**src/rtl/lfsr_share_pkg.sv**
```systemverilog
// Shared definitions for the LFSR sharing controller.
// Contents: FSM state type, LFSR/output widths, default seed and the
// LFSR next-state function used by lfsr_share_ctrl.
package lfsr_share_pkg;

  localparam int unsigned LFSR_W = 5;
  localparam int unsigned OUT_W  = 4;

  localparam logic [LFSR_W-1:0] DEFAULT_SEED = 5'h1f;

  typedef enum logic [1:0] {
    StIdle,
    StGrant,
    StGap,
    StReload
  } state_e;

  // One LFSR step; every bit is a direct XOR of current-state bits.
  function automatic logic [LFSR_W-1:0] lfsr_next(input logic [LFSR_W-1:0] a);
    logic [LFSR_W-1:0] b;
    b[4]   = a[0];
    b[3:2] = a[4:3] ^ a[1:0];
    b[1:0] = a[2:1] ^ a[4:3] ^ a[1:0];
    return b;
  endfunction

endpackage

```
**src/rtl/lfsr_share_ctrl_rr_arbiter.sv**
```systemverilog
// Round-robin arbiter: picks the first asserted request at or after rr_ptr,
// ascending with wrap-around.
// Ports:
//   req        - request vector
//   rr_ptr     - index where the search starts
//   winner_oh  - one-hot winner (all zero when req is zero)
//   winner_idx - index of the winner (0 when req is zero)
module lfsr_share_ctrl_rr_arbiter #(
  parameter int unsigned NREQ  = 4,
  parameter int unsigned PTR_W = 2
) (
  input  logic [NREQ-1:0]  req,
  input  logic [PTR_W-1:0] rr_ptr,
  output logic [NREQ-1:0]  winner_oh,
  output logic [PTR_W-1:0] winner_idx
);

  logic        found;
  int unsigned cand;

  always_comb begin
    winner_oh  = '0;
    winner_idx = '0;
    found      = 1'b0;
    cand       = 0;
    for (int unsigned i = 0; i < NREQ; i++) begin
      cand = (32'(rr_ptr) + i) % NREQ;
      if (!found && req[cand]) begin
        found           = 1'b1;
        winner_oh[cand] = 1'b1;
        winner_idx      = PTR_W'(cand);
      end
    end
  end

endmodule

```
**src/rtl/lfsr_share_ctrl.sv**
```systemverilog
// Shares one 5-bit LFSR between NREQ requesters with round-robin arbitration.
// The LFSR advances exactly once per granted word; seeds can be reloaded at
// run time and a zero seed is replaced by SEED to avoid lock-up.
// Optional feature macro: LFSR_STEP_CNT_EN (saturating LFSR step counter).
// Ports:
//   clk, rst_n - clock, asynchronous active-low reset
//   req        - per-requester request level, held until its grant
//   gnt        - registered one-hot grant pulse (1 cycle)
//   rdata      - random word for the granted requester, held when rvalid=0
//   rvalid     - qualifies rdata, coincident with gnt
//   seed_load  - 1-cycle seed reload request
//   seed_val   - seed captured on seed_load
//   busy       - FSM not idle or reload pending
//   step_cnt   - LFSR step count (0 when the feature is disabled)
module lfsr_share_ctrl
  import lfsr_share_pkg::*;
#(
  parameter int unsigned       NREQ = 4,
  parameter logic [LFSR_W-1:0] SEED = DEFAULT_SEED
) (
  input  logic              clk,
  input  logic              rst_n,
  input  logic [NREQ-1:0]   req,
  output logic [NREQ-1:0]   gnt,
  output logic [OUT_W-1:0]  rdata,
  output logic              rvalid,
  input  logic              seed_load,
  input  logic [LFSR_W-1:0] seed_val,
  output logic              busy,
  output logic [15:0]       step_cnt
);

  localparam int unsigned PtrW = $clog2(NREQ);

  state_e              state_q, state_d;
  logic [LFSR_W-1:0]   lfsr_q, lfsr_d;
  logic [LFSR_W-1:0]   seed_q, seed_d;
  logic                pend_q, pend_d;
  logic [PtrW-1:0]     rr_ptr_q, rr_ptr_d;
  logic [NREQ-1:0]     gnt_q, gnt_d;
  logic [OUT_W-1:0]    rdata_q, rdata_d;
  logic                rvalid_q, rvalid_d;
  logic [NREQ-1:0]     win_oh;
  logic [PtrW-1:0]     win_idx;

  lfsr_share_ctrl_rr_arbiter #(
    .NREQ  (NREQ),
    .PTR_W (PtrW)
  ) u_arb (
    .req        (req),
    .rr_ptr     (rr_ptr_q),
    .winner_oh  (win_oh),
    .winner_idx (win_idx)
  );

  always_comb begin
    state_d  = state_q;
    lfsr_d   = lfsr_q;
    rr_ptr_d = rr_ptr_q;
    pend_d   = pend_q | seed_load;
    seed_d   = seed_load ? seed_val : seed_q;
    gnt_d    = '0;
    rvalid_d = 1'b0;
    rdata_d  = rdata_q;
    unique case (state_q)
      StIdle: begin
        // A same-cycle seed_load counts as pending so the reload wins over req.
        if (pend_q || seed_load) begin
          state_d = StReload;
        end else if (|req) begin
          state_d  = StGrant;
          gnt_d    = win_oh;
          rdata_d  = lfsr_q[LFSR_W-1:1];
          rvalid_d = 1'b1;
          lfsr_d   = lfsr_next(lfsr_q);
          rr_ptr_d = (32'(win_idx) == NREQ - 1) ? '0 : win_idx + 1'b1;
        end
      end
      StGrant: state_d = StGap;
      StGap:   state_d = StIdle;
      StReload: begin
        lfsr_d  = (seed_q == '0) ? SEED : seed_q;
        pend_d  = seed_load;
        state_d = StIdle;
      end
      default: state_d = StIdle;
    endcase
  end

  always_ff @(posedge clk or negedge rst_n) begin
    if (!rst_n) begin
      state_q  <= StIdle;
      lfsr_q   <= SEED;
      seed_q   <= '0;
      pend_q   <= 1'b0;
      rr_ptr_q <= '0;
      gnt_q    <= '0;
      rdata_q  <= '0;
      rvalid_q <= 1'b0;
    end else begin
      state_q  <= state_d;
      lfsr_q   <= lfsr_d;
      seed_q   <= seed_d;
      pend_q   <= pend_d;
      rr_ptr_q <= rr_ptr_d;
      gnt_q    <= gnt_d;
      rdata_q  <= rdata_d;
      rvalid_q <= rvalid_d;
    end
  end

  assign gnt    = gnt_q;
  assign rdata  = rdata_q;
  assign rvalid = rvalid_q;
  assign busy   = (state_q != StIdle) | pend_q;

`ifdef LFSR_STEP_CNT_EN
  logic [15:0] cnt_q, cnt_d;

  always_comb begin
    cnt_d = cnt_q;
    if (state_q == StReload) begin
      cnt_d = '0;
    end else if (state_q == StIdle && state_d == StGrant && cnt_q != 16'hffff) begin
      cnt_d = cnt_q + 16'd1;
    end
  end

  always_ff @(posedge clk or negedge rst_n) begin
    if (!rst_n) begin
      cnt_q <= '0;
    end else begin
      cnt_q <= cnt_d;
    end
  end

  assign step_cnt = cnt_q;
`else
  assign step_cnt = '0;
`endif

endmodule
```
**config.mk**
```make
export PLATFORM = sky130hd
export DESIGN_NAME = lfsr_share_ctrl
export DESIGN_NICKNAME = d
export VERILOG_FILES = /design/src/rtl/lfsr_share_pkg.sv /design/src/rtl/lfsr_share_ctrl_rr_arbiter.sv /design/src/rtl/lfsr_share_ctrl.sv
export SDC_FILE = /design/constraint.sdc
export NUM_CORES = 1
export LEC_CHECK = 0
export CAP_MARGIN = 40
export CORE_MARGIN = 2
export CORE_UTILIZATION = 55
export DETAILED_ROUTE_END_ITERATION = 10
export GPL_TIMING_DRIVEN = 1
export PLACE_DENSITY = 0.86
export SYNTH_ARGS = -nofsm -noshare
export SYNTH_HDL_FRONTEND = slang
export SYNTH_SLANG_ARGS = --single-unit
```
**constraint.sdc**
```tcl
create_clock -name clk -period 4.7 [get_ports clk]
set_clock_uncertainty 0.05 [all_clocks]
set_input_delay 1.41 -clock clk [delete_from_list [all_inputs] [get_ports clk]]
set_output_delay 1.41 -clock clk [all_outputs]
set_load 0.005 [all_outputs]
```
==> impl_results.md <==
* Synth Area in XOR/XNOR at slightly above 2%
* Final setup fails at 0
* WP data arrival at 3540 ps
* Power Dens Cells at around 520 nW/um^2
* NetSw at ~0.00041 W
* Crit Path Max Fanout at 21
* Hold_sp: rdata[3]$_DFFE_PN0P_
* DR pass1 iterations at 4
* Reg2reg end: gnt[2]$_DFF_PN0_
* Reg2reg path depth at 5
* WP data required at roughly 4900 ps
* Die Area at about 3600 sq um
* Class of the worst hold path: reg -> reg
* Post-layout util at around 63%
* Worst VDD drop at 300 uV
* Hold Fails Final Rpt at 0
* Clock group share of total power at around 15%
* Number of global-route vias before repair at 1197
* Initial drt markers at 45
* GRT Resource Usage Total at between 15 and 20%
* Cells after synthesis at about 180
* Flop pwr share at between 30% and 40%
* Register bit total from synthesis at 24
* Row count at 20
* Routed len/inst at around 13 um
* Maxcap violations at 0
* Int Power at 0.000589 W
* Vias at ~1300
* Post-DP HPWL at 2370 um
* Final worst path period share at slightly above 70%
* Sequential fraction of the synthesis area at 34.9%
* Filler cell count at ~250
* Detailed Route WL at approximately 3100 um
* WHS Endpoint: rdata[3]$_DFFE_PN0P_
* Max-slew violation count at 0
* Mux contribution to synthesized area at under 10%
* Worst Tran Pin Value at about 660 ps
* Sw Share at 40.8%
* Synth cell count leaders: dfrtp_1, nand2_1, buf_4, o21ai_0, nor2_1
* Total grt overflow at 0
* Antenna violations before repair at 0
* EDFF count, synth at 0
* Mapped cell area at around 1700 sq um
* First-pass GRT wire length at between 5000 and 6000 um
* Critical R2R Launch: rr_ptr_q[0]$_DFFE_PN0P_
* Total core area at 3030 sq um
* Top FF cell, synth: dfrtp_1
* CTS max path bufs at 2
* Yosys cell types at 50
* Final Critical Period at approximately 3300 ps
* I/O pin count at 38
* NumNets Final at ~210
* Die H at about 60 um
* Initial core utilization at around 57%
* Area delta synth->final at 9.20%
* Top-count cell post-synth: dfrtp_1
* H-Tree Depth at 1
* Routed Antenna Nets at 0
* Synth top area cells: dfrtp_1, dfstp_2, buf_4
* Path type of the worst setup path: in -> reg
* Fmax at 300 MHz
* Reg clk slew, reported paths at between 100 and 150 ps
* TritonCTS buffer count at 3
* CP Capture Type: flip-flop
* RSZ-0062 raised after global routing: no
* Share of layout cells above drive strength 1 at 16.1%
* CTS tree: yes
* Later-pin clock latency in the skew report at around 320 ps
* Asr flop ratio synth at 100%
* Die W at 60.3 um
* Remaining DRCs at 0
* Synth top area share at between 20% and 30%
* Post-CTS Setup Bufs at 0
* Largest net degree at the start of global routing at 22
* RD Place Congestion at between 0.8 and 0.9
* Tot Pwr at 0.000994 W
* Compound-Gate Fraction of Synth Area at a little under a fifth
* Synth warn at 0
* Hold-critical path depth at 2
* Lkg Pwr at 0.806 nW
* Area of the multi-input gates at between 900 and 1000 sq um
* Synth area leader: dfrtp_1
* Post-CTS Resized at 0
* R2r setup slk at ~1900 ps
* Routed vias/inst at roughly 5.6
* Cts hold-fix bufs at 0
* Setup_tns at 0 ps
* FF/Latch Area at approximately 610 sq um
* Num Clock Sinks at 24
* Adder-cell share of the synthesized area at ~5.8%
* # diodes at 0
* Main combinational cell family by area after synthesis: compound AO/OA/AOI/OAI gates
* Synthesized area per cell at between 9 and 10 sq um
* Port bufs at 21
* Status: finished, final reports clean
* Logic pwr share at around 47%
* Simple-gate portion of the synthesized area at between 10% and 20%
* Clock root cell: clkbuf_4
* Crit start category: input pin
* Max-slew headroom at a little under three fifths
## through the flow
stage          worst slack [ps]  std cells  cell area [sq um]  hold slack (ps)
3_3_place_gp               1120        232               1830              416
3_5_place_dp               1060        233               1850              420
2_1_floorplan              1890        192               1800              414
6_report                   1370        237               1900              445
4_1_cts                    1390        237               1900              447
5_1_grt                    1290        237               1900              460
## layout make-up
type	count	area share, %
timing repair buffer	22	11.8
tap	44	2.90
inverter	7	1.45
clock buffer	3	1.18
clock inverter	1	1.58
sequential	24	31.9
multi-input combinational	136	49.1
## cell families (layout without fill, tap and decap cells)
logic type	count (synthesis)	in the layout
simple gates	54	54
compound gates	43	43
buf+inv	32	33
flops	24	24
mux	11	11
fa+ha+maj	8	8
xor+xnor	4	4
other cells	1	16
## registers in the layout (all words and copies together), names as in the netlist
name and flops:
gnt 4, lfsr_q 5, pend_q 1, rdata 4, rr_ptr_q 2, rvalid 1, seed_q 5, state_q 2
## power by group through the flow
stage,Clock [W],Sequential (W),Combinational [W]
6_report,0.000147,0.000383,0.000464
5_1_grt,0.000160,0.000397,0.000522
4_1_cts,0.000151,0.000381,0.000464
3_5_place_dp,0,0.000385,0.000460
3_3_place_gp,0,0.000381,0.000432
2_1_floorplan,0,0.000353,0.000385
## layout by cell type (no fill, tap or decap), drive strengths merged, types with 2 or more instances in the layout
cell type	instances
nor2	11
nand3	10
xnor2	2
clkdlybuf4s50	21
ha	8
dfstp	5
a221o	4
or2b	2
nand2	18
a32oi	4
a21oi	8
nand2b	2
mux2i	3
inv	6
o21ai	12
a21o	2
clkbuf	3
xor2	2
or4	2
o2bb2ai	2
mux2	7
a221oi	2
conb	16
dfrtp	19
## worst max path at each step
stage	cells past startpoint	to	slack [ps]	startpoint
after floorplan	4	gnt[1]$_DFF_PN0_	1890	seed_load
after global placement	5	gnt[1]$_DFF_PN0_	1120	req[0]
after detailed placement	5	gnt[2]$_DFF_PN0_	1060	req[0]
after CTS	5	gnt[2]$_DFF_PN0_	1390	req[0]
after global routing	5	gnt[2]$_DFF_PN0_	1290	req[0]
final	5	gnt[2]$_DFF_PN0_	1370	req[2]
## critical path, cell delays in order
cell	delay, ps
clkdlybuf4s50_1	720
nor4_2	110
or4_4	640
a2111oi_4	440
a221o_1	220
## routing by layer
| layer | track usage (%) | wire, um |
|---|---|---|
| met1 | 22.9 | 1310 |
| met2 | 35.6 | 1660 |
| met3 | 4.55 | 145 |
| met4 | 3.81 | 16 |
| met5 | 0 | 0 |
No activity file was read; power rests on OpenSTA's default activity.
